===== src/rtl/myproject_dense_mac_seq_pkg.sv =====
// Shared definitions for the dense-layer neuron MAC sequencer: FSM state
// encoding and the width of the multiplier core's full-precision product.
package myproject_dense_mac_seq_pkg;

  typedef enum logic [1:0] {
    S_IDLE  = 2'd0,
    S_RUN   = 2'd1,
    S_DRAIN = 2'd2,
    S_DONE  = 2'd3
  } state_t;

  localparam int PROD_WIDTH = 25;

endpackage


===== src/rtl/myproject_mul_mul_16s_9s_25_1_1.sv =====
// Combinational signed 16x9 multiplier core producing a full 25-bit product.
module myproject_mul_mul_16s_9s_25_1_1
  import myproject_dense_mac_seq_pkg::*;
(
  input  logic [15:0]           din0,
  input  logic [8:0]            din1,
  output logic [PROD_WIDTH-1:0] dout
);

  // Both operands are sign-extended to the product width before multiplying,
  // so the result is exact and never overflows.
  assign dout = PROD_WIDTH'($signed(din0)) * PROD_WIDTH'($signed(din1));

endmodule


===== src/rtl/myproject_dense_mac_seq.sv =====
// One dense-layer neuron: walks N_IN data/weight pairs through a shared
// multiplier, accumulates the products onto a bias, and returns the sum
// under the ap_ctrl_hs handshake.
module myproject_dense_mac_seq
  import myproject_dense_mac_seq_pkg::*;
#(
  parameter int N_IN       = 4,
  parameter int ADDR_WIDTH = 2,
  parameter int ACC_WIDTH  = 32
) (
  input  logic                  ap_clk,
  input  logic                  ap_rst,
  input  logic                  ap_start,
  output logic                  ap_done,
  output logic                  ap_idle,
  output logic                  ap_ready,
  input  logic [ACC_WIDTH-1:0]  bias,
  output logic [ADDR_WIDTH-1:0] data_address0,
  output logic                  data_ce0,
  input  logic [15:0]           data_q0,
  output logic [ADDR_WIDTH-1:0] weight_address0,
  output logic                  weight_ce0,
  input  logic [8:0]            weight_q0,
  output logic [ACC_WIDTH-1:0]  ap_return
);

  localparam logic [ADDR_WIDTH-1:0] LAST_IDX = ADDR_WIDTH'(N_IN - 1);

  state_t                  state_q, state_d;
  logic [ADDR_WIDTH-1:0]   idx_q, idx_d;
  logic                    drain_q, drain_d;
  logic                    rd_vld_q;
  logic [PROD_WIDTH-1:0]   mul_out;
  logic [PROD_WIDTH-1:0]   prod_q;
  logic                    prod_vld_q;
  logic [ACC_WIDTH-1:0]    prod_ext;
  logic [ACC_WIDTH-1:0]    acc_q, acc_d;
  logic [ACC_WIDTH-1:0]    ret_q;
  logic                    accept;

  assign accept = (state_q == S_IDLE) && ap_start;

  // State register.
  always_ff @(posedge ap_clk) begin
    // NOTE: sequential state uses non-blocking assignments so every register
    // samples the pre-edge values of the others, independent of block order.
    if (ap_rst) state_q <= S_IDLE;
    else        state_q <= state_d;
  end

  // Next-state logic: DRAIN lasts two cycles to cover the ROM read and the
  // product register before the final accumulate lands.
  always_comb begin
    // NOTE: defaulting every comb output first keeps unlisted paths from
    // inferring latches.
    state_d = state_q;
    unique case (state_q)
      S_IDLE:  if (ap_start)          state_d = S_RUN;
      S_RUN:   if (idx_q == LAST_IDX) state_d = S_DRAIN;
      S_DRAIN: if (drain_q)           state_d = S_DONE;
      S_DONE:                         state_d = S_IDLE;
      default:                        state_d = S_IDLE;
    endcase
  end

  // Handshake and memory-port outputs decoded from the current state.
  always_comb begin
    ap_idle  = (state_q == S_IDLE);
    ap_done  = (state_q == S_DONE);
    ap_ready = (state_q == S_DONE);
    data_ce0 = (state_q == S_RUN);
  end

  assign weight_ce0      = data_ce0;
  assign data_address0   = idx_q;
  assign weight_address0 = idx_q;
  assign ap_return       = ret_q;

  // Read index: cleared on acceptance, stops at the last entry so the
  // address holds (and never wraps) once reads finish.
  always_comb begin
    idx_d = idx_q;
    if (accept)                                     idx_d = '0;
    else if (state_q == S_RUN && idx_q != LAST_IDX) idx_d = idx_q + ADDR_WIDTH'(1);
  end

  assign drain_d = (state_q == S_DRAIN);

  myproject_mul_mul_16s_9s_25_1_1 u_mul (
    .din0 (data_q0),
    .din1 (weight_q0),
    .dout (mul_out)
  );

  assign prod_ext = ACC_WIDTH'($signed(prod_q));

  // Accumulator: loaded with the bias at acceptance, then adds each valid
  // product; wraps modulo 2^ACC_WIDTH.
  always_comb begin
    acc_d = acc_q;
    if (accept)          acc_d = bias;
    else if (prod_vld_q) acc_d = acc_q + prod_ext;
  end

  // Counter, read-valid / product pipeline, accumulator and result registers.
  always_ff @(posedge ap_clk) begin
    if (ap_rst) begin
      idx_q      <= '0;
      drain_q    <= 1'b0;
      rd_vld_q   <= 1'b0;
      prod_q     <= '0;
      prod_vld_q <= 1'b0;
      acc_q      <= '0;
      ret_q      <= '0;
    end else begin
      idx_q      <= idx_d;
      drain_q    <= drain_d;
      rd_vld_q   <= data_ce0;
      prod_vld_q <= rd_vld_q;
      if (rd_vld_q) prod_q <= mul_out;
      acc_q      <= acc_d;
      // Capture the finished sum (including the last product) on DONE entry.
      if (state_q == S_DRAIN && drain_q) ret_q <= acc_d;
    end
  end

endmodule


===== config.mk =====
export PLATFORM = sky130hd
export DESIGN_NAME = myproject_dense_mac_seq
export DESIGN_NICKNAME = d
export VERILOG_FILES = /design/src/rtl/myproject_dense_mac_seq_pkg.sv /design/src/rtl/myproject_mul_mul_16s_9s_25_1_1.sv /design/src/rtl/myproject_dense_mac_seq.sv
export SDC_FILE = /design/constraint.sdc
export NUM_CORES = 1
export LEC_CHECK = 0
export ABC_AREA = 1
export BUFFER_PORTS_ARGS = -buffer_cell sky130_fd_sc_hd__buf_2
export CAP_MARGIN = 5
export CORE_MARGIN = 2
export CORE_UTILIZATION = 40
export CTS_BUF_LIST = sky130_fd_sc_hd__clkbuf_8
export CTS_CLUSTER_SIZE = 40
export DETAILED_ROUTE_END_ITERATION = 16
export GPL_ROUTABILITY_DRIVEN = 0
export GPL_TIMING_DRIVEN = 0
export MAX_ROUTING_LAYER = met4
export PLACE_DENSITY = 0.61
export SLEW_MARGIN = 25
export SYNTH_ARGS = -nofsm -noshare
export SYNTH_HDL_FRONTEND = slang
export SYNTH_HIERARCHICAL = 1
export SYNTH_SLANG_ARGS = --single-unit

===== constraint.sdc =====
create_clock -name ap_clk -period 8.1 [get_ports ap_clk]
set_input_delay 0.81 -clock ap_clk [delete_from_list [all_inputs] [get_ports ap_clk]]
set_output_delay 0.81 -clock ap_clk [all_outputs]
set_load 0.02 [all_outputs]

==> impl_metrics.sql <==
INSERT INTO impl_metrics (metric_group, metric, value, unit) VALUES
('run_status', 'run_status', 'completed', ''),
('clock_network', 'clock_latency', '390', 'ps'),
('cells_and_area', 'finalNetCount', '2128', ''),
('yosys', 'netlist_instances', '1774', ''),
('sta', 'setup_viol', '0', ''),
('pwr', 'power_density', '315', 'nW/µm²'),
('clock_network', 'ctsRootBufferMaster', 'clkbuf_8', ''),
('drt', 'drcViolationCount', '0', ''),
('drt', 'postRouteAntennaNets', '0', ''),
('pwr', 'power.net_switching', '2190', 'µW'),
('setup_path', 'crit_path_frequent_cell', 'inv_1', ''),
('clock_network', 'post_cts_hold_buffer_count', '0', ''),
('place', 'cell_area_placed', '12500', 'µm²'),
('floorplanning', 'initial_core_util', '40.6', '%'),
('sta', 'finalWorstSetupSlack', '2380', 'ps'),
('global_routing', 'antenna_found_initial', '0', ''),
('setup_path', 'crit_path_start_kind', 'primary input', ''),
('pwr', 'seq_power_share', '16.0', '%'),
('setup_path', 'worst_path_cell_chain', 'clkbuf_1 > clkbuf_1 > nand2_1 > fa_1 > inv_1 > fa_1 > inv_1 > fa_1 > fa_1 > inv_1 > ha_1 > ha_1 > inv_1 > nor3_2 > nand2_1 > nor2_1 > nand2_1 > inv_1 > nor2_1 > nand3_1 > nand2_1 > nor2_1 > nor2_1', ''),
('sta', 'fin_setup_tns', '0', 'ps'),
('sta', 'slew-limit-headroom', '54.6', '%'),
('sta', 'finClkSkew', '16.4', 'ps'),
('yosys', 'synth_top_area_share', '20.6', '%'),
('floorplanning', 'die_width', '175', 'µm'),
('setup_path', 'timing_worst_setup_path_type', 'primary input to flip-flop', ''),
('clock_network', 'cts_inserted_buffers', '9', ''),
('floorplanning', 'design.portCount', '101', ''),
('clock_network', 'clk_pin_slew', '90', 'ps'),
('floorplanning', 'floorplan.die.height', '175', 'µm'),
('cells_and_area', 'syn_to_final_growth', '9.21', '%'),
('global_routing', 'grt_pass1_wl', '51800', 'µm'),
('drt', 'vias', '10600', ''),
('sta', 'timing.fmax', '175', 'MHz'),
('clock_network', 'cts-resized-gates', '0', ''),
('yosys', 'synthArstFlopShare', '0', '%'),
('setup_path', 'required_time_of_the_worst_setup_path', '8380', 'ps'),
('yosys', 'yosysUniqueCellTypes', '41', ''),
('setup_path', 'worst_path_largest_cell_delay', '640', 'ps'),
('job', 'number_of_maximum_capacitance_violations', '0', ''),
('sta', 'period_needed', '5720', 'ps'),
('yosys', 'yosys-top-cells-area', 'fa_1 21%, dfxtp_1 16%, nand2_1 16%', ''),
('place', 'placement.io_buffers', '75', ''),
('sta', 'hold_viol_final', '0', ''),
('yosys', 'synth.cell_area', '11700', 'µm²'),
('setup_path', 'critical_path_peak_fanout', '10', ''),
('cells_and_area', 'mostFrequentLayoutCell', 'nand2_1', ''),
('setup_path', 'worst_ep_arrival_time', '6000', 'ps'),
('sta', 'rsz0062_at_grt', 'no', ''),
('place', 'dp_hpwl', '26100', 'µm'),
('global_routing', 'grt_start_max_net_pins', '17', ''),
('sta', 'slew_violations', '0', ''),
('global_routing', 'grt-ovfl-total', '0', ''),
('drt', 'overall_routed_net_length', '30600', 'µm'),
('drt', 'wl_per_cell', '13.6', 'µm'),
('yosys', 'netlist.top_cell.by_area', 'fa_1', ''),
('cells_and_area', 'drive_above_1_share', '7.77', '%'),
('drt', 'first_pass_iters', '5', ''),
('global_routing', 'grt_use_total', '21.5', '%'),
('cells_and_area', 'layout.cells.most_common_list', '507 x nand2_1, 341 x inv_1, 232 x nor2_1', ''),
('cells_and_area', 'finish.instance_area', '12700', 'µm²'),
('global_routing', 'first_global_vias', '10600', ''),
('place', 'dp_worst_setup_slack', '1990', 'ps'),
('floorplanning', 'standard_cell_row_count', '62', ''),
('yosys', 'synth-seq-cells', '96', ''),
('pwr', 'power.combinational.fraction', '75.2', '%'),
('clock_network', 'cts_setup_buffers', '0', ''),
('yosys', 'mean_instance_size_in_the_synthesized_netlist', '6.57', 'µm²'),
('clock_network', 'clock-sinks', '96', ''),
('pwr', 'netSwitchingFraction', '54.7', '%'),
('drt', '1st_iter_drt_viols', '548', ''),
('yosys', 'synth.yosys.warnings', '6', '');
==> area by class of cell <==
cell class / instances / area, µm² / area share (%)
Multi-Input combinational cell: 1262 / 8110 / 63.7
Sequential cell: 96 / 1920 / 15.1
Inverter: 346 / 1300 / 10.2
Tap cell: 384 / 480 / 3.78
Timing Repair Buffer: 75 / 375 / 2.95
Buffer: 70 / 328 / 2.58
Clock buffer: 9 / 124 / 0.973
Clock inverter: 7 / 93.8 / 0.737
==> cell usage after synthesis, drive strengths merged (8+ instances only) <==
| master | number |
|---|---|
| xor2 | 17 |
| fa | 120 |
| nand2 | 529 |
| dfxtp | 96 |
| nor3 | 8 |
| a21oi | 77 |
| buf | 10 |
| inv | 344 |
| ha | 88 |
| nor2 | 239 |
| nand3 | 89 |
| clkbuf | 59 |
| o21ai | 57 |
==> logic make-up after synthesis <==
group | Yosys count | synth area share, %
adder cells (fa/ha/maj) | 208 | 30.1
AO/OA/AOI/OAI | 153 | 7.10
buffers and inverters | 416 | 14.0
AND/OR/NAND/NOR | 878 | 30.7
flip-flops | 96 | 16.5
XOR/XNOR | 23 | 1.73
==> layer usage <==
metal,wire [µm],vias to the layer above,part of all wire [%],track usage (%)
met5,0,-,0,-
met4,950,0,3.1,6.60
li1,-,5493,-,-
met1,14600,4804,48,28.5
met3,1510,57,4.9,2.68
met2,13500,268,44,34.4
==> stage by stage <==
step / total power (µW) / hold slack [ps] / cells
CTS: 4020 / 511 / 2249
global placement: 3620 / 484 / 2233
global route: 4460 / 528 / 2249
floorplan: 2840 / 469 / 1774
detailed placement: 3640 / 486 / 2233
finish: 4010 / 512 / 2249
==> worst max-delay path, delay by kind of cell <==
kind                       cells  cell delay [ps]
buffers and inverters          7             1270
and+or+nand+nor               10              900
adders and majority gates      6             3000
==> worst paths after layout <==
kind	startpoint	to	slack (ps)	cells past startpoint
setup / recovery	weight_q0[2]	prod_q[24]	2380	23
hold / removal	ap_return[9]	ap_return[9]	510	2
setup reg to reg	prod_q[24]	ap_return[25]	5700	12
hold reg to reg	ap_return[9]	ap_return[9]	510	2
==> registers in the layout (all words and copies together) (netlist names) <==
| signal | flops |
|---|---|
| prod_vld_q | 1 |
| rd_vld_q | 1 |
| ap_return | 32 |
| prod_q | 25 |
| drain_q | 1 |
| state_q | 2 |
| acc_q | 32 |
| data_address0 | 2 |
==> power groups by stage <==
stage	registers [µW]	clock network (µW)	logic [µW]
after global placement	648	0	2980
final	640	353	3020
after detailed placement	649	0	2990
after floorplan	633	0	2210
after CTS	639	359	3020
after global routing	652	380	3430
No activity file was read; power rests on OpenSTA's default activity.
